<file path="src/rtl/pnseq_burst_ctrl.sv">
// pnseq_burst_ctrl
//
// Burst sequencer for a gen_lfsr PN generator. An accepted start latches the
// PN configuration. The LFSR is reloaded from the seed before every
// repetition, so all repetitions are bit-identical. Each chip is streamed on
// an AXI-stream-style output, with o_tlast on the final chip of a sequence.
//
// Build option:
//   PNSEQ_CTRL_GAP_EN  when defined, cfg_gap idle cycles are inserted between
//                      repetitions (GAP state). When undefined, cfg_gap is
//                      ignored and repetitions are separated only by the LOAD
//                      cycle.
//
// Ports:
//   clk, rst              single clock, synchronous active-high reset
//   start, abort          burst request (sampled in IDLE only) / immediate stop
//   cfg_poly/seed/order   LFSR configuration, latched on an accepted start
//   cfg_period/reps/gap   chips per sequence, sequences per burst, gap cycles
//   lfsr_load, lfsr_en    gen_lfsr control pins
//   lfsr_poly/seed/order  latched configuration forwarded to gen_lfsr
//   lfsr_pnseq            chip from gen_lfsr
//   o_tdata/tvalid/tlast  chip stream; o_tready is the downstream ready
//   busy                  high whenever not IDLE
//   done                  one-cycle pulse on normal burst completion
module pnseq_burst_ctrl #(
  parameter int unsigned WIDTH = 10,
  parameter int unsigned CNT_W = 16
) (
  input  logic             clk,
  input  logic             rst,
  input  logic             start,
  input  logic             abort,
  input  logic [WIDTH-1:0] cfg_poly,
  input  logic [WIDTH-1:0] cfg_seed,
  input  logic [3:0]       cfg_order,
  input  logic [CNT_W-1:0] cfg_period,
  input  logic [CNT_W-1:0] cfg_reps,
  input  logic [CNT_W-1:0] cfg_gap,
  output logic             lfsr_load,
  output logic             lfsr_en,
  output logic [WIDTH-1:0] lfsr_poly,
  output logic [WIDTH-1:0] lfsr_seed,
  output logic [3:0]       lfsr_order,
  input  logic             lfsr_pnseq,
  output logic             o_tdata,
  output logic             o_tvalid,
  input  logic             o_tready,
  output logic             o_tlast,
  output logic             busy,
  output logic             done
);

`ifdef PNSEQ_CTRL_GAP_EN
  typedef enum logic [1:0] {StIdle, StLoad, StRun, StGap} state_e;
`else
  typedef enum logic [1:0] {StIdle, StLoad, StRun} state_e;
`endif

  state_e           state_q, state_d;
  logic [CNT_W-1:0] chip_cnt_q, chip_cnt_d;
  logic [CNT_W-1:0] rep_cnt_q, rep_cnt_d;
  logic [CNT_W-1:0] period_q, period_d;
  logic [CNT_W-1:0] reps_q, reps_d;
  logic [WIDTH-1:0] poly_q, poly_d;
  logic [WIDTH-1:0] seed_q, seed_d;
  logic [3:0]       order_q, order_d;
  logic             done_q, done_d;

  logic run;
  logic hs;
  logic last_chip;
  logic last_rep;

`ifdef PNSEQ_CTRL_GAP_EN
  logic [CNT_W-1:0] gap_q, gap_d;
  logic [CNT_W-1:0] gap_cnt_q, gap_cnt_d;
`else
  logic unused_cfg_gap;
  assign unused_cfg_gap = ^cfg_gap;
`endif

  assign run       = (state_q == StRun);
  assign hs        = run & o_tready;
  assign last_chip = (chip_cnt_q == period_q - CNT_W'(1));
  assign last_rep  = (rep_cnt_q == reps_q - CNT_W'(1));

  always_comb begin
    state_d    = state_q;
    chip_cnt_d = chip_cnt_q;
    rep_cnt_d  = rep_cnt_q;
    period_d   = period_q;
    reps_d     = reps_q;
    poly_d     = poly_q;
    seed_d     = seed_q;
    order_d    = order_q;
    done_d     = 1'b0;
`ifdef PNSEQ_CTRL_GAP_EN
    gap_d      = gap_q;
    gap_cnt_d  = gap_cnt_q;
`endif

    unique case (state_q)
      StIdle: begin
        if (start) begin
          if ((cfg_period != '0) && (cfg_reps != '0)) begin
            poly_d     = cfg_poly;
            seed_d     = cfg_seed;
            order_d    = cfg_order;
            period_d   = cfg_period;
            reps_d     = cfg_reps;
`ifdef PNSEQ_CTRL_GAP_EN
            gap_d      = cfg_gap;
`endif
            chip_cnt_d = '0;
            rep_cnt_d  = '0;
            state_d    = StLoad;
          end else begin
            // Empty burst: acknowledge completion without streaming anything.
            done_d = 1'b1;
          end
        end
      end

      StLoad: state_d = StRun;

      StRun: begin
        if (hs) begin
          if (last_chip) begin
            chip_cnt_d = '0;
            if (last_rep) begin
              done_d  = 1'b1;
              state_d = StIdle;
            end else begin
              rep_cnt_d = rep_cnt_q + CNT_W'(1);
`ifdef PNSEQ_CTRL_GAP_EN
              if (gap_q != '0) begin
                gap_cnt_d = gap_q;
                state_d   = StGap;
              end else begin
                state_d = StLoad;
              end
`else
              state_d = StLoad;
`endif
            end
          end else begin
            chip_cnt_d = chip_cnt_q + CNT_W'(1);
          end
        end
      end

`ifdef PNSEQ_CTRL_GAP_EN
      StGap: begin
        // Entered with the count at gap (>0); leaves after exactly gap cycles.
        gap_cnt_d = gap_cnt_q - CNT_W'(1);
        if (gap_cnt_q == CNT_W'(1)) begin
          state_d = StLoad;
        end
      end
`endif

      default: state_d = StIdle;
    endcase

    if (abort) begin
      state_d = StIdle;
      done_d  = 1'b0;
    end
  end

  always_ff @(posedge clk) begin
    if (rst) begin
      state_q    <= StIdle;
      chip_cnt_q <= '0;
      rep_cnt_q  <= '0;
      period_q   <= '0;
      reps_q     <= '0;
      poly_q     <= '0;
      seed_q     <= '0;
      order_q    <= '0;
      done_q     <= 1'b0;
`ifdef PNSEQ_CTRL_GAP_EN
      gap_q      <= '0;
      gap_cnt_q  <= '0;
`endif
    end else begin
      state_q    <= state_d;
      chip_cnt_q <= chip_cnt_d;
      rep_cnt_q  <= rep_cnt_d;
      period_q   <= period_d;
      reps_q     <= reps_d;
      poly_q     <= poly_d;
      seed_q     <= seed_d;
      order_q    <= order_d;
      done_q     <= done_d;
`ifdef PNSEQ_CTRL_GAP_EN
      gap_q      <= gap_d;
      gap_cnt_q  <= gap_cnt_d;
`endif
    end
  end

  // The LFSR only advances on a handshake, so a stall holds the chip stable.
  assign o_tvalid   = run;
  assign o_tdata    = run & lfsr_pnseq;
  assign o_tlast    = run & last_chip;
  assign lfsr_en    = hs;
  assign lfsr_load  = (state_q == StLoad);
  assign lfsr_poly  = poly_q;
  assign lfsr_seed  = seed_q;
  assign lfsr_order = order_q;
  assign busy       = (state_q != StIdle);
  assign done       = done_q;

endmodule

</file>
<file path="config.mk">
export PLATFORM = sky130hd
export DESIGN_NAME = pnseq_burst_ctrl
export DESIGN_NICKNAME = d
export VERILOG_FILES = /design/src/rtl/pnseq_burst_ctrl.sv
export SDC_FILE = /design/constraint.sdc
export NUM_CORES = 1
export LEC_CHECK = 0
export BUFFER_PORTS_ARGS = -buffer_cell sky130_fd_sc_hd__buf_2
export CAP_MARGIN = 20
export CORE_MARGIN = 2
export CORE_UTILIZATION = 59
export DETAILED_ROUTE_END_ITERATION = 12
export PLACE_DENSITY = 0.86
export SLEW_MARGIN = 20
export SYNTH_ARGS = -nofsm -noshare
export SYNTH_HDL_FRONTEND = slang
export SYNTH_SLANG_ARGS = --single-unit
export TNS_END_PERCENT = 100
</file>
<file path="constraint.sdc">
create_clock -name clk -period 5.9 [get_ports clk]
set_input_delay 0.59 -clock clk [delete_from_list [all_inputs] [get_ports clk]]
set_output_delay 0.59 -clock clk [all_outputs]
set_load 0.1 [all_outputs]
</file>
* Yosys cells after proc, flatten, opt, wreduce, memory -nomap -nowiden
Index checks and enable logic that the tools add are counted. W data, S select, Z words.
Word-level totals: bits in registers 91, latch bits 0, bits in writable memories 0, bits in read-only memories 0, bits of input ports 78, output and inout bits 31, logic and storage cells 57, memories 0
Cells by class: add/subtract/negate cells 4, multipliers 0, div/mod/pow operators 0, magnitude comparators 0, eq/ne operators 9, shifts and indexed selects 0, mux-type cells 21, bitwise operators 3, reductions and logical operators 11
Operator list (count):
- $mux W16 | 7
- $pmux W16 S2 | 2
- $add A16 B1 Y16 const B | 2
- $eq A16 B16 Y1 | 2
- $reduce_bool A16 Y1 | 2
- $sub A16 B1 Y16 const B | 2
- $mux W2 | 4
- $ne A2 B2 Y1 const B | 4
- $reduce_and A4 Y1 | 2
- $mux W1 | 6
- $pmux W2 S3 | 1
- $reduce_and A6 Y1 | 1
- $reduce_bool A2 Y1 | 2
- $and A1 B1 Y1 | 3
- $reduce_and A3 Y1 | 1
- $eq A2 B1 Y1 const B | 1
- $eq A2 B2 Y1 const B | 1
- $logic_not A2 Y1 | 1
- $ne A2 B1 Y1 const B | 1
- $pmux W1 S2 | 1
- $reduce_or A2 Y1 | 1
- $logic_and A1 B1 Y1 | 1

* Logic depth before layout (Yosys ltp)
Gate-level depths: netlist (run 1).
depth in word-level cells 6, depth in mapped cells 11, mapped depth without buffers 9

* Worst setup path after synthesis (run 1)
Ideal clock, no wire load.
kind reg2out, start reg period_q[8], end out o_tlast, arrival time 4967 ps, setup slack 343 ps, cell stages (with the launch flop) 9, buffers on the path 2, path through dfxtp_1 buf_6 or4_4 buf_6 or3_4 o41a_1 a211oi_1 nand3b_1 nor4bb_1
Between the ends: cells in the longest elaborated chain, start to end 3
Ends and longest elaborated chain:
- start, declared | line 62 | logic [CNT_W-1:0] period_q, period_d;
- start signal, assigned | line 190 | period_q <= period_d;
- $sub A16 B1 Y16 | line 84 | assign last_chip = (chip_cnt_q == period_q - CNT_W'(1));
- $eq A16 B16 Y1 | line 84
- $and A1 B1 Y1 | line 206 | assign o_tlast = run & last_chip;
- end, declared | line 48 | output logic o_tlast,
Every way passes these cells.

* Worst setup path after layout (run 1)
start reg period_q[0], end out o_tlast
Same word-level chain as after synthesis.

==> flow_summary.ini, run 1 <==
[place]
gp_congestion = 0.921
hpwl_um = 8810
placed_area_um2 = 5440
numPortBuffers = 92

[grt]
grt_max_degree = 69
grtUsageTotal_pct = 27.7
grt-ovfl-total = 0
antenna_found_initial = 0
grt_pass1_wl_um = 20200
grt_pass1_vias = 4434

[setup_path]
cp-end-kind = output port
arrival_ns = 3.26
cp.required_ns = 5.31
crit_path_max_fanout = 6
cp-start-kind = flip-flop
worstSetupPathType = flip-flop to output port

[synthesis]
synth-edff-count = 0
syn_avg_cell_area_um2 = 7.93
syn-num-nets = 711
synthDistinctLibCells = 65
ys_seq_area_share_pct = 36.5
netlist_area_um2 = 4990
yosysWarnings = 0
ys_async_sr_fraction_pct = 0
ys_seq_elements = 91
ys.flop_type = dfxtp_1
syn_inst = 629

[cts]
cts_tree = yes
clockBufferDepth = 2
clock-sinks = 91
htree_levels = 3
clock_latency_ns = 0.37
postCtsSetupRepairBufs = 0
cts_resized = 0
root_buffer = clkbuf_8
clkTransAtPathRegs_ns = 0.10
numCtsBuffers = 9
holdBufCountCts = 0

[final_layout]
fin_util_pct = 68.8
drive_gt1_share_pct = 18.9
area_delta_synth_final_pct = 13.4
insertedDiodeCount = 0
fin_area_um2 = 5650
final_nets = 781

[sta]
rsz0062_at_grt = false
skew_ns = 0.0106
max_freq_ghz = 0.260
hold_viol = 0
min_period_ns = 3.85
fin_crit_sh_pct = 65.3
finalSetupTns_ns = 0
maxSlewViolCount = 0
worst_slew_pin_slew_ns = 1.07
relSlewSlack_pct = 29.0
setup_viol = 0

[power_and_ir_drop]
peakVddDrop_uv = 158
leakagePower_nw = 2.18
power.density_nw_per_um2 = 250

[die]
rows = 33
die_h_um = 95.9
start_util_pct = 60.7
dieArea_um2 = 9200
io-pin-count = 109
core-area_um2 = 8220
die_w_um = 95.9

[route]
drc = 0
wl_per_cell_um = 15.5
vias_per_cell = 6.04
routed_wirelength_um = 12600
drt-initial-drc-count = 254
ant_nets = 0
first_pass_iters = 5
num_vias = 4888

[run]
drv_cap = 0

[status]
outcome = finished clean

[hold_path]
hp-class = primary input to flip-flop
flip-flops by register name, summed over array words and instances (netlist names):
register,count
chip_cnt_q,16
done,1
lfsr_order,4
lfsr_poly,10
lfsr_seed,10
period_q,16
rep_cnt_q,16
reps_q,16
state_q,2
kinds of logic (layout without fill, tap and decap cells):
kind of cell	count (synthesis)	in the layout	share of synthesized area (%)
compound gates	127	127	16.7
xor+xnor	51	51	8.96
fa+ha+maj	4	4	1.00
buf+inv	53	128	4.67
flops	91	91	36.5
mux	8	8	1.61
simple gates	295	295	30.6
cell usage after synthesis, drive strengths merged, types with 2 or more instances:
cell type	n	area (µm²)
xor2	14	123
dfxtp	91	1820
o31a	6	52.6
inv	15	56.3
a31oi	5	37.5
ha	4	50.1
o211ai	3	22.5
nor3	13	65.1
a41oi	2	17.5
a211o	2	17.5
nor2b	4	25.0
or3b	2	17.5
nor4b	5	62.6
a211oi	3	22.5
nor4	24	188
buf	12	78.8
clkbuf	26	97.6
nand2b	3	18.8
o21ai	5	25.0
nand2	137	514
nand4b	2	17.5
nand4	17	106
o311ai	3	26.3
nor2	31	116
a2111oi	4	53.8
and2	6	37.5
nor3b	2	15.0
mux2i	8	80.1
o31ai	7	52.6
or3	10	67.6
o21a	3	22.5
and4	5	43.8
and3	6	37.5
xnor2	37	324
a21oi	70	350
and3b	2	17.5
or4	11	90.1
nand3	12	60.1
routing by layer:
metal	vias to the layer above	part of all wire (%)	routed length, µm	GRT usage [%]
met5	-	0	0	0
met4	0	2.1	265	10.7
met3	29	6.1	771	4.23
met2	170	49	6110	46.0
met1	2306	43	5420	36.3
li1	2383	-	-	-
worst paths after layout:
path                                    end  cells after the start  slack, ns                       from
setup / recovery                    o_tlast                      6       2.05   period_q[0]$_SDFFE_PP0P_
hold / removal      state_q[0]$_SDFFE_PP0P_                      2       0.41                      abort
setup reg to reg            done$_SDFF_PP0_                      9       2.24     reps_q[1]$_SDFFE_PP0P_
hold reg to reg   lfsr_seed[9]$_SDFFE_PP0P_                      2       0.46  lfsr_seed[9]$_SDFFE_PP0P_
per-stage QoR:
step	setup slack (ns)	hold slack [ns]	total power, mW	std cells
floorplan	0.343	0.428	0.919	629
global placement	2.42	0.439	0.978	791
detailed placement	2.35	0.443	0.989	792
CTS	2.03	0.408	1.41	808
global route	1.78	0.429	1.46	809
finish	2.05	0.414	1.41	809
placed cells by master (no fill, tap or decap), types with 5 or more instances in the layout:
cell type	instances
nand2_1	137
dfxtp_1	91
buf_2	91
a21oi_1	70
xnor2_1	37
nor2_1	31
nor4_1	18
nand4_1	17
inv_1	15
xor2_1	14
nor3_1	13
nand3_1	12
or3_1	9
or4_1	9
clkbuf_8	9
mux2i_1	8
o31ai_1	7
and2_1	6
o31a_1	6
and3_1	6
nor4_2	6
o21ai_0	5
and4_1	5
critical path, cell delays in order (launching register included):
cell and delay [ns]:
dfxtp_1 0.39, or4_4 0.60, or3_1 0.36, a2111oi_0 0.58, nand3b_1 0.13, nor4bb_1 0.33
buf_2 0.49
cell type report:
class	instances	area (µm²)
clock buffers	9	124
clock inverters	7	81.3
fillers	679	2560
inverters	15	56.3
multi-input cells	485	2930
flip-flops and latches	91	1820
well taps	105	131
repair buffers	97	505
power by group:
part | leakage (nW) | internal (mW) | switching, mW
clock network | 0.103 | 0.168 | 0.262
registers | 0.743 | 0.639 | 0.0285
logic | 1.33 | 0.101 | 0.212
total | 2.18 | 0.908 | 0.503
Note: power is estimated with default switching activity, not from simulation.
==> run 2, diff against run 1 <==
Settings changed: ABC_AREA from default to 1, CORE_UTILIZATION 59 to 51, PLACE_DENSITY 0.86 to 0.78.
Clock period 5.9 ns to 3.5 ns, I/O delays scaled along.
==> run 2 against run 1 <==
Compared with the run above: clock skew is 0.0017 ns lower; hold slack got worse by 0.19 ns; first-iteration DRC count rose by 17%; via count up 14%; sequential share of layout area decreased by 3.7 points; worst setup slack worse by 1.5 ns; total power is 95% higher; count of clock-buffer cells in the layout increased by 1; critical path depth increased by 5; sequential cell count unchanged; cell count is 34% higher; design area grew 13%; largest cell class unchanged.
==> flow_summary.ini, run 2 <==
[status]
outcome = finished clean

[setup_path]
path_cells = inv_2, ha_1, nand3_4, nor2_1, nand2_1, nand2_1, o21ai_0, nor2_1, nand3_1, nor3_2, buf_2
critPathLaunch = period_q[0]$_SDFFE_PP0P_
reg2reg_depth = 12
cp.required_ns = 3.15
r2r-start = period_q[0]$_SDFFE_PP0P_
worst_path_max_delay_cell = buf_2
cp-end-kind = output port
crit_path_max_incr_delay_ns = 0.46
crit_path_max_fanout = 7
cpLargestDelayFamily = simple AND/OR/NAND/NOR gates
worstSetupPathType = flip-flop to output port
timing.rr.end = rep_cnt_q[5]$_SDFFE_PP0P_
cp-start-kind = flip-flop
arrival_ns = 2.57
rrSetupSlack_ns = 1.00
worst-path-buf-inv = 2

[power_and_ir_drop]
p_seq_share_pct = 41.4
p_switching_uw = 962
power.density_nw_per_um2 = 432
peakVddDrop_uv = 331
combPwrFrac_pct = 25.8
switching_share_pct = 34.9
power_frac_clock_pct = 32.8
intPower_mw = 1.79
leakagePower_nw = 2.85

[cts]
htree_levels = 3
cts_tree = yes
postCtsSetupRepairBufs = 0
numCtsBuffers = 9
clkTransAtPathRegs_ns = 0.10
clock-sinks = 91
clock_latency_ns = 0.37
root_buffer = clkbuf_8
clockBufferDepth = 2
cts_resized = 0
holdBufCountCts = 0

[sta]
max_freq_ghz = 0.342
rsz0062_at_grt = false
skew_ns = 0.00890
setup_viol = 0
worst_slew_pin_slew_ns = 0.620
finalSetupTns_ns = 0
hold_viol = 0
fin_crit_sh_pct = 83.5
min_period_ns = 2.92
maxSlewViolCount = 0
relSlewSlack_pct = 58.7

[die]
core-area_um2 = 10700
start_util_pct = 52.0
dieArea_um2 = 11800
io-pin-count = 109
die_w_um = 109
die_h_um = 109
rows = 38

[final_layout]
layout_commonest_cell = nor2_1
final_cell_mix = nor2_1 (199), nand2_1 (156), buf_2 (92)
fin_util_pct = 59.4
area_delta_synth_final_pct = 14.3
seqCellArea_um2 = 1820
fill_cells = 1085
final_nets = 1024
insertedDiodeCount = 0
drive_gt1_share_pct = 18.7
multi_input_area_um2 = 3340

[synthesis]
synth_adder_area_share_pct = 0.896
synth-edff-count = 0
ys_seq_elements = 91
synthTopCellsByCount = nor2_1 (200), nand2_1 (156), dfxtp_1 (91), inv_1 (70), o21ai_0 (67)
synth_top_area_cell = dfxtp_1
yosysWarnings = 0
ys.flop_type = dfxtp_1
synth_compound_area_share_pct = 10.8
ys_seq_area_share_pct = 32.6
netlist_area_um2 = 5580
synth.most_common_cell = nor2_1
synth_top_family_by_area = simple AND/OR/NAND/NOR gates
syn_avg_cell_area_um2 = 6.47
synth_mux_area_share_pct = 0
synthTopCellsByArea = dfxtp_1 (33%), nor2_1 (13%), nand2_1 (10%)
synthDistinctLibCells = 40
yosys.area.top_type_share_pct = 32.6
syn_inst = 863
syn-num-nets = 945
ys_async_sr_fraction_pct = 0
synth_xor_area_share_pct = 6.12
synth-simple-area-share_pct = 41.6

[route]
routed_wirelength_um = 13200
vias_per_cell = 5.13
drt-initial-drc-count = 298
first_pass_iters = 4
ant_nets = 0
wl_per_cell_um = 12.2
num_vias = 5573
drc = 0

[hold_path]
min_to = lfsr_order[2]$_SDFFE_PP0P_
min_from = cfg_order[2]
whs_path_depth = 3
hp-class = primary input to flip-flop

[place]
numPortBuffers = 92
gp_congestion = 0.923
hpwl_um = 10000

[run]
drv_cap = 0

[grt]
antenna_found_initial = 0
grt-ovfl-total = 0
grt_pass1_wl_um = 22900
grt_max_degree = 74
grtUsageTotal_pct = 24.2
grt_pass1_vias = 5009
[run 2: cell types whose count changed after synthesis, sizes merged, moves of 10 or more]
cell   before  now
nor2       31  216
inv        15   80
o21ai       5   70
nand2     137  177
nand3      12   51
a21oi      70   37
xnor2      37   14
nor4       24    4
or4        11    0
xor2       14   25
or3        10    0
[run 2: how the worst max path moves through the flow]
stage | endpoint | cells after the start | slack, ns
floorplan | o_tdata | 5 | 0.15
global placement | o_tlast | 12 | 1.0
detailed placement | rep_cnt_q[15]$_SDFFE_PP0P_ | 12 | 0.99
CTS | o_tlast | 11 | 0.56
global route | o_tlast | 12 | 0.38
finish | o_tlast | 11 | 0.58
[run 2: power groups by stage]
stage	logic, mW	clock network [mW]	registers, mW
floorplan	0.411	0	1.32
global placement	0.701	0	1.16
detailed placement	0.710	0	1.17
CTS	0.712	0.920	1.14
global route	0.793	0.963	1.15
finish	0.710	0.904	1.14
[run 2: area by class of cell]
class | instances | area share, %
clock buffers | 10 | 2.16
clock inverters | 6 | 1.86
inverters | 81 | 4.76
multi-input cells | 663 | 52.3
flip-flops and latches | 91 | 28.5
well taps | 140 | 2.74
repair buffers | 96 | 7.68
[run 2: per-layer routing]
| layer | global-route usage [%] | routed length [µm] | vias to the layer above |
|---|---|---|---|
| met5 | 0 | 0 | - |
| li1 | - | - | 2938 |
| met1 | 34.9 | 6690 | 2469 |
| met4 | 7.23 | 170 | 0 |
| met3 | 4.66 | 823 | 12 |
| met2 | 36.7 | 5540 | 154 |
[run 2: cells by family after synthesis]
logic type | after synthesis
adder cells (fa/ha/maj) | 4
buffers and inverters | 109
XOR/XNOR | 39
AND/OR/NAND/NOR | 509
AO/OA/AOI/OAI | 111
flip-flops | 91
[run 2: through the flow]
stage	setup slack, ns	instances	hold WS (ns)	power [mW]	cell area (µm²)
2_1_floorplan	0.152	863	0.457	1.73	5590
3_3_place_gp	0.998	1071	0.456	1.86	6130
3_5_place_dp	0.986	1071	0.467	1.88	6130
4_1_cts	0.561	1087	0.203	2.77	6380
5_1_grt	0.382	1087	0.219	2.91	6380
6_report	0.576	1087	0.220	2.76	6380
[run 2: worst reg2reg max path, cell delays in order, from the launching register on]
cell and delay, ns:
dfxtp_1 0.33, inv_2 0.09, ha_1 0.25, nand3_4 0.15
nor2_4 0.18, xor2_1 0.20, nand2_1 0.08, nor2_1 0.10
nand3_1 0.11, nand2_2 0.34, nand3_4 0.33, nand2_1 0.15
a21oi_1 0.07
==> run 3, diff against run 2 <==
Settings changed: CORE_UTILIZATION 51 to 56, PLACE_DENSITY 0.78 to 0.81.
Clock period 3.5 ns to 2.8 ns, I/O delays scaled along.
==> run 3 against run 2 <==
Compared with the run above: register-to-register slack got worse by 0.47 ns; clock skew increased by 0.0017 ns; die area decreased by 8.6%; via count increased by 0.41%; largest cell class unchanged; highest routed layer unchanged.
==> flow_summary.ini, run 3 (synthesized netlist as in run 2, its figures left out) <==
[status]
outcome = finished clean

[die]
die_w_um = 104
io-pin-count = 109
dieArea_um2 = 10800
start_util_pct = 57.4
die_h_um = 104
rows = 36
core-area_um2 = 9730

[setup_path]
cp-start-kind = flip-flop
worstSetupPathType = flip-flop to output port
arrival_ns = 2.33
cp.required_ns = 2.52
cp-end-kind = output port
crit_path_max_fanout = 7

[place]
gp_congestion = 0.934
placed_area_um2 = 6140
numPortBuffers = 92
hpwl_um = 10000

[cts]
clkTransAtPathRegs_ns = 0.10
root_buffer = clkbuf_8
clock_latency_ns = 0.38
postCtsSetupRepairBufs = 0
htree_levels = 3
clockBufferDepth = 2
numCtsBuffers = 9
clock-sinks = 91
cts_tree = yes

[final_layout]
final_cell_mix = nor2_1 (197), nand2_1 (156), dfxtp_1 (91), buf_2 (91), inv_1 (70)
area_delta_synth_final_pct = 13.7
layout_commonest_cell = nor2_1
fin_area_um2 = 6350
insertedDiodeCount = 0
drive_gt1_share_pct = 19.0
final_nets = 1025

[route]
drc = 0
wl_met2_um = 5810
wl_per_cell_um = 12.4
ant_nets = 0
num_vias = 5596
first_pass_iters = 5
wl_met1_um = 6520
routed.top_layer = met4
drt-initial-drc-count = 322
vias_per_cell = 5.18
wl_met3_um = 841
routed_wirelength_um = 13400

[grt]
grt-ovfl-total = 0
grt_max_degree = 74
grtUsageTotal_pct = 25.6
antenna_found_initial = 0
grt_pass1_wl_um = 23100
grt_pass1_vias = 5139

[sta]
min_period_ns = 2.61
rsz0062_at_grt = false
finalSetupTns_ns = 0
max_freq_ghz = 0.384
setup_viol = 0
worst_slew_pin_slew_ns = 0.607
skew_ns = 0.0106
relSlewSlack_pct = 59.5
hold_viol = 0
holdWs_ns = 0.144
maxSlewViolCount = 0
fin_crit_sh_pct = 93.1

[power_and_ir_drop]
power.density_nw_per_um2 = 504
leakagePower_nw = 2.84
peakVddDrop_uv = 437

[run]
drv_cap = 0

[hold_path]
hp-class = primary input to flip-flop
[run 3: cell count changes in the layout (fill, tap and decap cells not counted), sizes merged]
cell | before | now
buf | 96 | 97
bufinv | 3 | 0
clkbuf | 10 | 11
clkinv | 2 | 3
clkinvlp | 0 | 1
[run 3: layout make-up]
class                      instances  area [µm²]
fill                             930        3380
tap                              133         166
multi-input combinational        663        3360
clock buffer                      11         151
sequential                        91        1820
clock inverter                     5        42.5
timing repair buffer              97         508
inverter                          81         304
[run 3: critical path, stage by stage (launching register included)]
cell,delay (ns)
dfxtp_1,0.33
inv_2,0.09
ha_1,0.25
nand3_4,0.15
nor2_4,0.18
nand2_1,0.07
nand2_1,0.08
nand2_1,0.06
nor2_1,0.10
nand3_1,0.17
nor3_4,0.24
buf_8,0.23
[run 3: timing repair]
action	CTS	global route
hold endpoints to repair	0	0
setup endpoints to repair	1	1
gates resized for setup	1	3
hold buffers	0	0
[run 3: final timing paths]
check	cells past startpoint	slack [ns]	from	end
worst max-delay path	11	0.19	period_q[0]$_SDFFE_PP0P_	o_tlast
worst min-delay path	4	0.14	abort	done$_SDFF_PP0_
worst max register to register	15	0.53	period_q[0]$_SDFFE_PP0P_	rep_cnt_q[2]$_SDFFE_PP0P_
worst min register to register	2	0.48	lfsr_poly[8]$_SDFFE_PP0P_	lfsr_poly[8]$_SDFFE_PP0P_
[run 3: metal layers]
metal	global-route usage [%]	up-vias
met5	0	-
met4	9.46	0
met3	4.57	22
met2	40.3	156
met1	35.2	2489
li1	-	2929
[run 3: power by group]
group          switching (mW)  internal, mW
logic                   0.639         0.251
registers              0.0639          1.36
clock network           0.501         0.381
[run 3: per-stage QoR]
stage               utilization (%)  instances  power (mW)  setup WS, ns
floorplan                         -        863        2.17         0.304
global placement               63.2       1065        2.33         0.423
detailed placement             63.2       1065        2.34         0.394
CTS                            65.2       1081        3.21        0.0965
global route                   65.3       1081        3.38        0.0232
finish                         65.3       1081        3.20         0.193
